--- src/rtl/legv8_pkg.sv ---
// Shared LEGv8 front-end definitions: opcode constants, instruction field
// bit positions and the fetch state encoding.
package legv8_pkg;

    localparam logic [9:0] OP_ADD  = 10'b1000101000;
    localparam logic [9:0] OP_SUB  = 10'b1100101100;
    localparam logic [9:0] OP_DIV  = 10'b0000011111;
    localparam logic [9:0] OP_MUL  = 10'b1111100000;
    localparam logic [9:0] OP_LI   = 10'b1010101010;
    localparam logic [9:0] OP_LDUR = 10'b1111011010;
    localparam logic [9:0] OP_STUR = 10'b1111011000;

    localparam int unsigned OPC_MSB   = 31;
    localparam int unsigned OPC_LSB   = 22;
    localparam int unsigned IMM12_MSB = 21;
    localparam int unsigned IMM12_LSB = 10;
    localparam int unsigned RM_MSB    = 20;
    localparam int unsigned RM_LSB    = 16;
    localparam int unsigned DT_MSB    = 20;
    localparam int unsigned DT_LSB    = 12;
    localparam int unsigned RN_MSB    = 9;
    localparam int unsigned RN_LSB    = 5;
    localparam int unsigned RD_MSB    = 4;
    localparam int unsigned RD_LSB    = 0;

    typedef enum logic [1:0] {
        IDLE  = 2'd0,
        FETCH = 2'd1,
        VALID = 2'd2,
        ERR   = 2'd3
    } fetch_state_t;

endpackage

--- src/rtl/instr_fetch_unit_if.sv ---
// Instruction-memory req/ack read channel between the fetch unit and imem.
interface instr_fetch_unit_if #(
    parameter int unsigned ADDR_W = 32
);
    logic              imem_req;
    logic [ADDR_W-1:0] imem_addr;
    logic              imem_ack;
    logic [31:0]       imem_rdata;

    modport master (
        output imem_req,
        output imem_addr,
        input  imem_ack,
        input  imem_rdata
    );

    modport slave (
        input  imem_req,
        input  imem_addr,
        output imem_ack,
        output imem_rdata
    );
endinterface

--- src/rtl/instr_fetch_unit_field_split.sv ---
// Purely combinational IR-to-field slicer; also reused by the decode-stage
// debug tap.
module instr_field_split
    import legv8_pkg::*;
(
    input  logic [31:0] ir,
    output logic [9:0]  opcode,
    output logic [4:0]  rm,
    output logic [4:0]  rn,
    output logic [4:0]  rd,
    output logic [11:0] imm12,
    output logic [8:0]  dt_addr9
);
    always_comb begin
        opcode   = ir[OPC_MSB:OPC_LSB];
        rm       = ir[RM_MSB:RM_LSB];
        rn       = ir[RN_MSB:RN_LSB];
        rd       = ir[RD_MSB:RD_LSB];
        imm12    = ir[IMM12_MSB:IMM12_LSB];
        dt_addr9 = ir[DT_MSB:DT_LSB];
    end
endmodule

--- src/rtl/instr_fetch_unit.sv ---
// LEGv8 fetch stage: owns the PC, fetches over req/ack into the IR and exposes
// IR fields. Optional macro FETCH_TIMEOUT_EN adds an ack-wait timeout to ERR.
module instr_fetch_unit
    import legv8_pkg::*;
#(
    parameter int unsigned ADDR_W   = 32,
    parameter logic [ADDR_W-1:0] RESET_PC = '0,
    parameter int unsigned TIMEOUT  = 64
) (
    input  logic                clk,
    input  logic                reset,
    instr_fetch_unit_if.master  imem,
    input  logic                stall,
    input  logic                branch_taken,
    input  logic [ADDR_W-1:0]   branch_target,
    output logic                instr_valid,
    output logic [9:0]          opcode,
    output logic [4:0]          rm,
    output logic [4:0]          rn,
    output logic [4:0]          rd,
    output logic [11:0]         imm12,
    output logic [8:0]          dt_addr9,
    output logic [ADDR_W-1:0]   pc_out,
    output logic [15:0]         retired,
    output logic                fetch_err
);
    fetch_state_t      state, state_nx;
    logic [ADDR_W-1:0] pc;
    logic [31:0]       ir;
    logic [9:0]        ir_opcode;
    logic              load_ir;
    logic              consume;

`ifdef FETCH_TIMEOUT_EN
    localparam logic [7:0] WAIT_LAST = 8'(TIMEOUT - 1);
    logic [7:0] wait_cnt;
    logic       timed_out;
    assign timed_out = (state == FETCH) && !imem.imem_ack && (wait_cnt == WAIT_LAST);
`endif

    assign load_ir = (state == FETCH) && imem.imem_ack;
    assign consume = (state == VALID) && !stall;

    always_ff @(posedge clk) begin
        if (reset) state <= IDLE;
        else       state <= state_nx;
    end

    always_comb begin
        state_nx = state;
        case (state)
            IDLE:  state_nx = FETCH;
            FETCH: begin
                if (imem.imem_ack) state_nx = VALID;
`ifdef FETCH_TIMEOUT_EN
                else if (timed_out) state_nx = ERR;
`endif
            end
            VALID: if (!stall) state_nx = FETCH;
`ifdef FETCH_TIMEOUT_EN
            ERR:   state_nx = ERR;
`endif
            default: state_nx = IDLE;
        endcase
    end

    always_ff @(posedge clk) begin
        if (reset) begin
            pc      <= RESET_PC;
            ir      <= '0;
            pc_out  <= '0;
            retired <= '0;
        end else begin
            if (load_ir) begin
                ir     <= imem.imem_rdata;
                pc_out <= pc;
            end
            if (consume) begin
                retired <= retired + 16'd1;
                pc      <= branch_taken ? {branch_target[ADDR_W-1:2], 2'b00} : pc + ADDR_W'(4);
            end
        end
    end

`ifdef FETCH_TIMEOUT_EN
    // Counter is zero on every FETCH entry: cleared while outside FETCH.
    always_ff @(posedge clk) begin
        if (reset || state != FETCH) wait_cnt <= '0;
        else if (!imem.imem_ack)     wait_cnt <= wait_cnt + 8'd1;
    end
`endif

    instr_field_split u_split (
        .ir       (ir),
        .opcode   (ir_opcode),
        .rm       (rm),
        .rn       (rn),
        .rd       (rd),
        .imm12    (imm12),
        .dt_addr9 (dt_addr9)
    );

    assign imem.imem_req  = (state == FETCH);
    assign imem.imem_addr = pc;
    assign instr_valid    = (state == VALID);

`ifdef FETCH_TIMEOUT_EN
    assign fetch_err = (state == ERR);
    assign opcode    = (state == ERR) ? '0 : ir_opcode;
`else
    assign fetch_err = 1'b0;
    assign opcode    = ir_opcode;
`endif

endmodule

--- src/flat_wrapper.sv ---
// flat-port wrapper written by rule: the top's interface ports become plain ports
module instr_fetch_unit_flat import legv8_pkg::*;
#(
    parameter int unsigned ADDR_W   = 32,
    parameter logic [ADDR_W-1:0] RESET_PC = '0,
    parameter int unsigned TIMEOUT  = 64
)
  (clk, reset, stall, branch_taken, branch_target, instr_valid, opcode, rm, rn, rd, imm12, dt_addr9, pc_out, retired, fetch_err, imem_imem_req, imem_imem_addr, imem_imem_ack, imem_imem_rdata);
  instr_fetch_unit_if #(.ADDR_W(ADDR_W)) imem_i ();
  input  logic clk;
  input  logic reset;
  input  logic stall;
  input  logic branch_taken;
  input  logic [ADDR_W-1:0] branch_target;
  output logic instr_valid;
  output logic [9:0] opcode;
  output logic [4:0] rm;
  output logic [4:0] rn;
  output logic [4:0] rd;
  output logic [11:0] imm12;
  output logic [8:0] dt_addr9;
  output logic [ADDR_W-1:0] pc_out;
  output logic [15:0] retired;
  output logic fetch_err;
  output wire logic [$bits(imem_i.imem_req)-1:0] imem_imem_req;
  output wire logic [$bits(imem_i.imem_addr)-1:0] imem_imem_addr;
  input wire logic [$bits(imem_i.imem_ack)-1:0] imem_imem_ack;
  input wire logic [$bits(imem_i.imem_rdata)-1:0] imem_imem_rdata;
  assign imem_imem_req = imem_i.imem_req;
  assign imem_imem_addr = imem_i.imem_addr;
  assign imem_i.imem_ack = imem_imem_ack;
  assign imem_i.imem_rdata = imem_imem_rdata;
  instr_fetch_unit #(.ADDR_W(ADDR_W), .RESET_PC(RESET_PC), .TIMEOUT(TIMEOUT)) u_core (.clk(clk), .reset(reset), .imem(imem_i), .stall(stall), .branch_taken(branch_taken), .branch_target(branch_target), .instr_valid(instr_valid), .opcode(opcode), .rm(rm), .rn(rn), .rd(rd), .imm12(imm12), .dt_addr9(dt_addr9), .pc_out(pc_out), .retired(retired), .fetch_err(fetch_err));
endmodule
--- config.mk ---
export PLATFORM = sky130hd
export DESIGN_NAME = instr_fetch_unit_flat
export DESIGN_NICKNAME = d
export VERILOG_FILES = /design/src/rtl/legv8_pkg.sv /design/src/rtl/instr_fetch_unit_if.sv /design/src/rtl/instr_fetch_unit_field_split.sv /design/src/rtl/instr_fetch_unit.sv /design/src/flat_wrapper.sv
export SDC_FILE = /design/constraint.sdc
export NUM_CORES = 1
export LEC_CHECK = 0
export ABC_AREA = 1
export BUFFER_PORTS_ARGS = -buffer_cell sky130_fd_sc_hd__buf_2
export CORE_ASPECT_RATIO = 1.5
export CORE_UTILIZATION = 46
export CTS_BUF_LIST = sky130_fd_sc_hd__clkbuf_4 sky130_fd_sc_hd__clkbuf_8
export DETAILED_ROUTE_END_ITERATION = 8
export PLACE_DENSITY = 0.82
export SLEW_MARGIN = 40
export SYNTH_ARGS = -nofsm -noshare
export SYNTH_HDL_FRONTEND = slang
export SYNTH_SLANG_ARGS = --single-unit
--- constraint.sdc ---
create_clock -name clk -period 1.3 [get_ports clk]
set_input_delay 0.195 -clock clk [delete_from_list [all_inputs] [get_ports clk]]
set_output_delay 0.195 -clock clk [all_outputs]
set_load 0.01 [all_outputs]
==> Word level (Yosys, flattened, before mapping) <==
Cells that the tools add are included.
{ "totals": {"elab_cells": 20, "output_inout_bits": 129, "in_bits": 69, "ff_bits": 114} }
{ "classes": {"n_mux": 4, "n_reduce_logical": 5, "addsub": 2, "n_eq_ne": 4} }
{ "ops": {"columns": ["op", "count"], "rows": [
  ["$add 32x3->32 const B", 1],
  ["$mux 32", 1],
  ["$add 16x1->16 const B", 1],
  ["$pmux 2 s3", 1],
  ["$mux 2", 2],
  ["$eq 2x1->1 const B", 1],
  ["$eq 2x2->1 const B", 1],
  ["$logic_and 1x1->1", 2],
  ["$logic_not 2->1", 1],
  ["$ne 2x1->1 const B", 1],
  ["$ne 2x2->1 const B", 1],
  ["$reduce_and 2->1", 1],
  ["$logic_not 1->1", 1]
]} }

==> Longest topological paths before layout <==
Gate-level depths: netlist of run 1.
{ "logic_depth": {"ltp_word": 3, "depth_mapped": 10, "depth_no_buf": 10} }

==> By module <==
A second synthesis of run 1 with hierarchy kept.
{ "unflattened": {"cells_unflattened": 853, "area_unflattened_um2": 5672.9} }
{ "by_module_without_submodules": {"columns": ["mod", "area_each_um2", "seq_area_each_um2", "n_inst", "cells_each"], "rows": [
  ["instr_fetch_unit", 5327.6, 2202.1, 1, 807],
  ["instr_field_split", 345.3, 0.0, 1, 46]
]} }

==> Worst setup path after synthesis of run 1 <==
No wires, ideal clock.
{ "synth_timing": {"kind": "flip-flop to flip-flop", "from": "reg u_core.pc[2], in the netlist u_core.imem.imem_addr[2]", "to": "reg u_core.pc[28], in the netlist u_core.imem.imem_addr[28]", "path_buffers": 0, "required_ps": 1168, "setup_ps": 132, "period_less_slack_ps": 1512, "setup_slack_ps": -212, "stages_incl_launch_ff": 11, "arrival_time_ps": 1379, "path_cell_list": "dfxtp_1 -> ha_1 -> nand2_1 -> nor2_2 -> nand2_1 -> nor2_1 -> nand2_1 -> nand2_1 -> nand3_1 -> nand2_1 -> a21oi_1"} }
{ "synth_via": {"elab_chain_cells": 2} }
{ "synth_rtl": {"columns": ["element", "line", "text"], "rows": [
  ["start: declaration", "instr_fetch_unit.sv:28", "logic [ADDR_W-1:0] pc;"],
  ["start signal: assignment", "instr_fetch_unit.sv:80", "pc <= branch_taken ? {branch_target[ADDR_W-1:2], 2'b00} : pc + ADDR_W'(4);"],
  ["$add 32x3->32", "instr_fetch_unit.sv:80", null],
  ["$mux 32", "instr_fetch_unit.sv:80", null]
]} }
Every way passes these cells.
A chain may end at the register's enable or synchronous reset.

==> Worst setup path after layout of run 1 <==
{ "layout_timing": {"from": "reg u_core.pc[3], in the netlist u_core.imem.imem_addr[3]", "to": "reg u_core.pc[12], in the netlist u_core.imem.imem_addr[12]"} }
Same word-level chain as after synthesis.

==> summary.txt, run 1 <==
Synthesis
  – Number of different library cells in the post-synthesis netlist: 35
  – Sequential element share of the synthesized area: 0.405
  – Post-synth EDFFs: 0
  – Cell type with the highest aggregate area in the netlist: dfxtp_1
  – Mean instance size in the synthesized netlist: 6.56 um^2
  – Post-synthesis sequential element count: 110
  – Top FF cell, synth: dfxtp_1
  – Most frequent cell after synthesis: nand2_1
  – Commonest cells in the netlist: 236 x nand2_1, 110 x dfxtp_1, 107 x a21oi_1, 94 x nand3_1, 84 x nor2_1
  – Count of mapped cells out of synthesis: 829
  – Fraction of synthesized cell area taken by the top area cell type: 0.405
  – Fraction of registers with async set or reset after synthesis: 0
  – Post-synthesis instance area: 5440 um^2
  – Synthesis warning total: 0
  – Area contributors post-synth: dfxtp_1 41%, nand2_1 16%, a21oi_1 9.9%

Clock network
  – CTS Hold Buffers Added: 0
  – Root Buffer: clkbuf_8
  – Clock buffer depth: 2
  – Sink Count: 110
  – Clock latency at the later pin of the worst-skew pair: 390 ps
  – Number of buffers inserted during clock tree synthesis: 9
  – Clock-pin slew reported for the worst setup and hold paths after clock tree synthesis: 120 ps
  – TritonCTS clock tree: yes
  – Number of H-tree levels: 3

Drt
  – Number of DRC markers after the initial detailed-route iteration: 588
  – Aggregate routed wire length: 22,100 um
  – Overall via count from detail_route: 6,979
  – Detailed Routing Iterations Pass 1: 7
  – Number of vias per cell: 5.58
  – Post-detailed-route DRC marker count: 0
  – Average routed wire per standard cell: 17.7 um
  – Antenna-violating nets left: 0

Place
  – Weighted congestion reported at the end of routability-driven placement: 0.884
  – Quantity of I/O buffers inserted on ports: 190
  – Total cell area at the placement stage: 7120 um^2
  – Post-DP HPWL: 12,000 um
  – Dpl cells: 1,206

Floorplanning
  – Starting Density: 0.471
  – Vertical die dimension: 135 um
  – Core area: 11,500 um^2
  – Number of placement rows: 48
  – Boundary Pins: 198
  – Die width: 90.8 um
  – DIE AREA: 12,300 um^2

Finish
  – Count of antenna diodes in the layout: 0
  – Final-layout fill cell count: 763
  – Final design utilization: 0.781
  – Share of cells above drive strength 1: 0.531
  – Count of placed standard cells in the final layout, fillers left out: 1,251
  – Cell area after layout: 9010 um^2
  – Final-stage net count: 1,168
  – Area growth, synth to finish: 65.8%

Setup path
  – Delay of the slowest cell on the worst path: 390 ps
  – Source of the worst register-to-register timing path: u_core.imem.imem_addr[3]
  – Cell chain of the critical path: ha_4, nand2_4, buf_4, inv_4, nand3_4, nor2_4, buf_6, nand2_1, nand2_1, nand2_1, a21oi_1
  – Master of the slowest instance on the critical path: dfxtp_4
  – Worst R2R Path Depth: 11
  – CP required: 1570 ps
  – Origin of the worst setup path: u_core.imem.imem_addr[3]
  – Largest fanout of any net on the critical path: 3
  – Data arrival time of the worst path: 1910 ps
  – Critical path's most frequent cell: nand2_1
  – Setup slack on the worst flop-to-flop path: -330 ps
  – Terminus of the critical flop-to-flop path: u_core.imem.imem_addr[12]
  – Worst setup EP type: register
  – Worst setup path endpoint: u_core.imem.imem_addr[12]
  – Kind of launch point of the worst setup path: register
  – Worst Setup Path Type: register to register

Timing
  – Number of hold violations in the final report: 0
  – Fmax: 612 MHz
  – Final critical-path share of the clock period: 1.26
  – Fin worst setup slack: -333 ps
  – Setup-violating endpoint count in the final report: 97
  – Fin crit period: 1630 ps
  – Number of max-slew violations in the final report: 0
  – Hold_ws: 49.2 ps
  – Largest clock skew in the final design: 19.4 ps
  – Unrepaired setup endpoints after global routing: yes

Power
  – Leakage power: 3.86 nW
  – Largest vdd supply drop: 0.681 mV
  – Areal power density over the cells: 763 nW/um^2
  – Total chip power: 6.87 mW

Min path
  – Hold crit path type: primary input to register

Global routing
  – Global-route wire length before repair: 26,500 um
  – Number of antenna violations at the first check in global routing: 0
  – Number of global-route vias before repair: 5,636
  – Overall overflow remaining after global route: 0
  – Overall routing resource usage: 0.265
  – Largest net degree at the start of global routing: 63

Run status
  – Violations in the final reports: negative setup slack
  – Outcome: finished with violations

Flow run
  – Total of max-cap violations: 0
[worst max-delay path, delay by kind of cell (launching register included)]
kind / cells / cell delay [ps]
flops: 1 / 390
fa+ha+maj: 1 / 140
buf+inv: 3 / 320
compound gates: 1 / 230
simple gates: 6 / 430
[logic make-up after synthesis]
family,share of synthesized area
simple gates,0.352
xor+xnor,0.00322
other cells,0.000690
buf+inv,0.0951
flops,0.405
fa+ha+maj,0.00460
compound gates,0.140
[timing repair]
action	CTS	global route
pin swaps	29	45
cloned	0	10
setup endpoints to repair	39	112
gates resized for setup	77	297
setup buffers	9	12
[per-layer routing]
layer,GRT usage,share of wire,vias up
met3,0.0471,0.061,104
li1,-,-,3212
met5,0,0,-
met4,0.0995,0.049,0
met1,0.288,0.36,3279
met2,0.505,0.53,384
[flip-flops by register name, indices dropped and copies added (netlist names)]
| signal | cells |
|---|---|
| u_core.imem.imem_addr | 30 |
| u_core.ir | 32 |
| u_core.pc_out | 30 |
| u_core.retired | 16 |
| u_core.state | 2 |
[metrics by stage]
stage / setup TNS (ps) / setup WS, ps
2_1_floorplan: -40.7 / -39.7
4_1_cts: -1840 / -109
6_report: -13570 / -333
3_3_place_gp: -1450 / -102
5_1_grt: -17730 / -391
3_5_place_dp: -2160 / -123
[worst min path at each step]
stage | startpoint | end | slack, ps | depth (start not counted)
after floorplan | branch_target[3] | u_core.imem.imem_addr[3] | 350 | 2
after global routing | imem_imem_rdata[31] | u_core.ir[31] | 50 | 3
after detailed placement | u_core.ir[7] | u_core.ir[7] | 450 | 2
final | imem_imem_rdata[31] | u_core.ir[31] | 50 | 3
after global placement | u_core.ir[2] | u_core.ir[2] | 440 | 2
after CTS | imem_imem_rdata[24] | u_core.ir[24] | 60 | 3
[where the power goes]
group | switching, mW | leakage [nW] | total (mW) | internal, mW
Sequential | 0.0758 | 0.906 | 3.50 | 3.42
Clock | 1.26 | 0.0962 | 2.16 | 0.898
Combinational | 0.675 | 2.85 | 1.22 | 0.541
Total | 2.01 | 3.86 | 6.87 | 4.86
[layout by cell type, fill, tap and decap left out, types with 3 or more instances in the layout]
cell / count
buf_2: 185
nand2_1: 157
buf_4: 86
nand3_1: 84
dfxtp_1: 81
a21oi_2: 65
nand2_4: 64
nor2_1: 64
a21oi_1: 42
inv_1: 36
dfxtp_2: 22
buf_6: 21
nor2_4: 18
nand2_2: 17
o21ai_0: 14
buf_12: 13
o21ai_1: 12
nor2_2: 11
inv_2: 10
clkbuf_8: 9
nand3_2: 8
o21ai_2: 7
clkbuf_16: 7
dfxtp_4: 7
inv_4: 6
nand4_1: 6
nor3_2: 5
conb_1: 5
nand2_8: 3
nor3_1: 3
buf_8: 3
[cell type report]
| cell class | instances | area [um^2] | area share |
|---|---|---|---|
| Multi-Input combinational cell | 609 | 3880 | 0.430 |
| Timing Repair Buffer | 315 | 2290 | 0.254 |
| Sequential cell | 110 | 2260 | 0.250 |
| Inverter | 52 | 208 | 0.0230 |
| Tap cell | 150 | 188 | 0.0208 |
| Clock buffer | 9 | 124 | 0.0137 |
| Clock inverter | 6 | 70.1 | 0.00778 |
Note: power is estimated with default switching activity, not from simulation.
==> run 2, diff against run 1 <==
--- a/config.mk
+++ b/config.mk
@@ -8,10 +8,10 @@
 export ABC_AREA = 1
 export BUFFER_PORTS_ARGS = -buffer_cell sky130_fd_sc_hd__buf_2
 export CORE_ASPECT_RATIO = 1.5
-export CORE_UTILIZATION = 46
+export CORE_UTILIZATION = 51
 export CTS_BUF_LIST = sky130_fd_sc_hd__clkbuf_4 sky130_fd_sc_hd__clkbuf_8
 export DETAILED_ROUTE_END_ITERATION = 8
-export PLACE_DENSITY = 0.82
+export PLACE_DENSITY = 0.86
 export SLEW_MARGIN = 40
 export SYNTH_ARGS = -nofsm -noshare
 export SYNTH_HDL_FRONTEND = slang
==> constraint.sdc (replaced) <==
create_clock -name clk -period 1.8 [get_ports clk]
set_input_delay 0.27 -clock clk [delete_from_list [all_inputs] [get_ports clk]]
set_output_delay 0.27 -clock clk [all_outputs]
set_load 0.01 [all_outputs]
==> summary.txt, run 2 (synthesized netlist as in run 1, its figures left out) <==
Run status
  – Outcome: completed

Global routing
  – Overall overflow remaining after global route: 0 (unchanged)
  – Number of global-route vias before repair: 5,411 (-4.0%)
  – Global-route wire length before repair: 24,700 um (-6.5%)
  – Overall routing resource usage: 0.277 (+0.0123)
  – Largest net degree at the start of global routing: 63 (unchanged)
  – Number of antenna violations at the first check in global routing: 0 (unchanged)

Timing
  – Final setup TNS: 0 ps (+13,570 ps)
  – Final critical-path share of the clock period: 0.915 (-0.341)
  – Fmax: 607 MHz (-0.86%)
  – Fin crit period: 1650 ps (+14.2 ps)
  – Largest clock skew in the final design: 11.9 ps (-7.45 ps)
  – Number of hold violations in the final report: 0 (unchanged)
  – Setup-violating endpoint count in the final report: 0 (-100%)
  – Number of max-slew violations in the final report: 0 (unchanged)
  – Unrepaired setup endpoints after global routing: no

Finish
  – Share of cells above drive strength 1: 0.252 (-0.279)
  – Register name with the most flops: u_core.ir
  – Count of antenna diodes in the layout: 0 (unchanged)
  – Count of placed standard cells in the final layout, fillers left out: 1,143 (-8.6%)
  – Most frequent cells in the layout: 235 x nand2_1, 189 x buf_2, 109 x dfxtp_1
  – Final-stage net count: 1,068 (-8.6%)
  – Most frequent standard cell in the layout excluding fill and tap cells: nand2_1
  – Area growth, synth to finish: 23.5%
  – Number of flip-flops in the largest register: 32 (unchanged)

Clock network
  – Number of H-tree levels: 3 (unchanged)
  – Clock latency at the later pin of the worst-skew pair: 380 ps (about the same)
  – TritonCTS clock tree: yes
  – CTS Hold Buffers Added: 0 (unchanged)
  – Root Buffer: clkbuf_8
  – Clock-pin slew reported for the worst setup and hold paths after clock tree synthesis: 120 ps (about the same)
  – Post-cts resize count: 0 (-100%)
  – Clock buffer depth: 2 (unchanged)
  – Post-CTS setup repair buffer count: 0 (-9)
  – Number of buffers inserted during clock tree synthesis: 9 (unchanged)
  – Sink Count: 110 (unchanged)

Setup path
  – Cell chain of the critical path: ha_1, nand2_1, nor2_4, nand2_1, nor2_4, nand2_1, nand2_1, nand3_1, nand2_1, a21oi_1
  – Worst Setup Path Type: register to register
  – Delay of the slowest cell on the worst path: 400 ps (about the same)
  – Kind of launch point of the worst setup path: register
  – Critical path's most frequent cell: nand2_1
  – Master of the slowest instance on the critical path: dfxtp_1
  – Data arrival time of the worst path: 1920 ps (about the same)
  – CP required: 2070 ps (+500 ps)
  – Largest fanout of any net on the critical path: 6 (+3)
  – Worst setup EP type: register
  – Worst R2R Path Depth: 10 (-1)
  – Source of the worst register-to-register timing path: u_core.imem.imem_addr[3]
  – Terminus of the critical flop-to-flop path: u_core.imem.imem_addr[28]
  – Setup slack on the worst flop-to-flop path: 150 ps (+490 ps)

Floorplanning
  – Starting Density: 0.531 (+0.0591)
  – Die width: 86.3 um (-4.9%)
  – Number of placement rows: 45 (-6.3%)
  – Vertical die dimension: 128 um (-5.0%)
  – Boundary Pins: 198 (unchanged)
  – DIE AREA: 11,100 um^2 (-9.6%)
  – Core area: 10,200 um^2 (-11%)

Min path
  – Hold Crit Start: imem_imem_rdata[4]
  – Number of cells on the worst hold path: 3 (unchanged)
  – Hold crit path type: primary input to register
  – Hold Path End: u_core.ir[4]

Drt
  – Overall via count from detail_route: 5,955 (-15%)
  – Number of DRC markers after the initial detailed-route iteration: 491 (-16%)
  – Aggregate routed wire length: 15,700 um (-29%)
  – Number of vias per cell: 5.21 (-6.6%)
  – Antenna-violating nets left: 0 (unchanged)
  – Post-detailed-route DRC marker count: 0 (unchanged)
  – Average routed wire per standard cell: 13.7 um (-22%)
  – Detailed Routing Iterations Pass 1: 5 (-2)

Power
  – Areal power density over the cells: 675 nW/um^2 (-12%)
  – Leakage power: 2.83 nW (-27%)
  – Largest vdd supply drop: 0.561 mV (-18%)

Flow run
  – Total of max-cap violations: 0 (unchanged)

Place
  – Dpl cells: 1,127 (-6.6%)
  – Weighted congestion reported at the end of routability-driven placement: 0.954 (+7.9%)
  – Quantity of I/O buffers inserted on ports: 190 (unchanged)
  – Post-DP HPWL: 11,400 um (-4.8%)
run 2: changes by cell type in the layout (fill, tap and decap cells not counted), sizes merged:
cell	before	now
clkinv	3	2
clkinvlp	1	0
buf	308	216
bufinv	1	0
inv	53	56
clkbuf	16	10
nand2	241	240
run 2: worst max path at each step:
stage,from,end,slack (ps),cells after the start
floorplan,u_core.imem.imem_addr[2],u_core.imem.imem_addr[28],290,10
global placement,u_core.imem.imem_addr[3],u_core.imem.imem_addr[28],140,10
detailed placement,u_core.imem.imem_addr[3],u_core.imem.imem_addr[28],110,10
CTS,u_core.imem.imem_addr[3],u_core.imem.imem_addr[28],20,10
global route,u_core.imem.imem_addr[3],u_core.imem.imem_addr[28],5,9
finish,u_core.imem.imem_addr[3],u_core.imem.imem_addr[28],150,10
run 2: worst max-delay path: cells and delay by family (launching register included):
kind | cells | cell delay, ps
flops | 1 | 400
compound gates | 1 | 50
simple gates | 8 | 910
fa+ha+maj | 1 | 190
run 2: metrics by stage:
step	hold slack, ps	area (um^2)	setup WS, ps	util	total power, mW
after floorplan	432	5450	288	-	2.88
after global placement	446	6500	140	0.634	3.07
after detailed placement	449	6500	108	0.634	3.08
after CTS	146	6700	20.2	0.654	4.54
after global routing	147	6710	5.21	0.655	4.69
final	141	6710	153	0.655	4.53
run 2: final cells by class:
class,count,area (um^2)
Clock inverter,6,60.1
Sequential cell,110,2200
Tap cell,141,176
Timing Repair Buffer,216,1190
Multi-Input combinational cell,608,2750
Clock buffer,10,138
Fill cell,996,3540
Inverter,52,195
run 2: power breakdown:
group | internal [mW] | switching (mW) | total (mW)
registers | 2.48 | 0.0363 | 2.52
logic | 0.196 | 0.313 | 0.508
clock network | 0.580 | 0.923 | 1.50
total | 3.26 | 1.27 | 4.53
run 2: per-layer routing:
layer,share of wire,GRT usage,vias up
met5,0,0,-
met4,0.030,0.108,0
met3,0.068,0.0513,36
met2,0.52,0.522,236
met1,0.39,0.303,2673
li1,-,-,3010
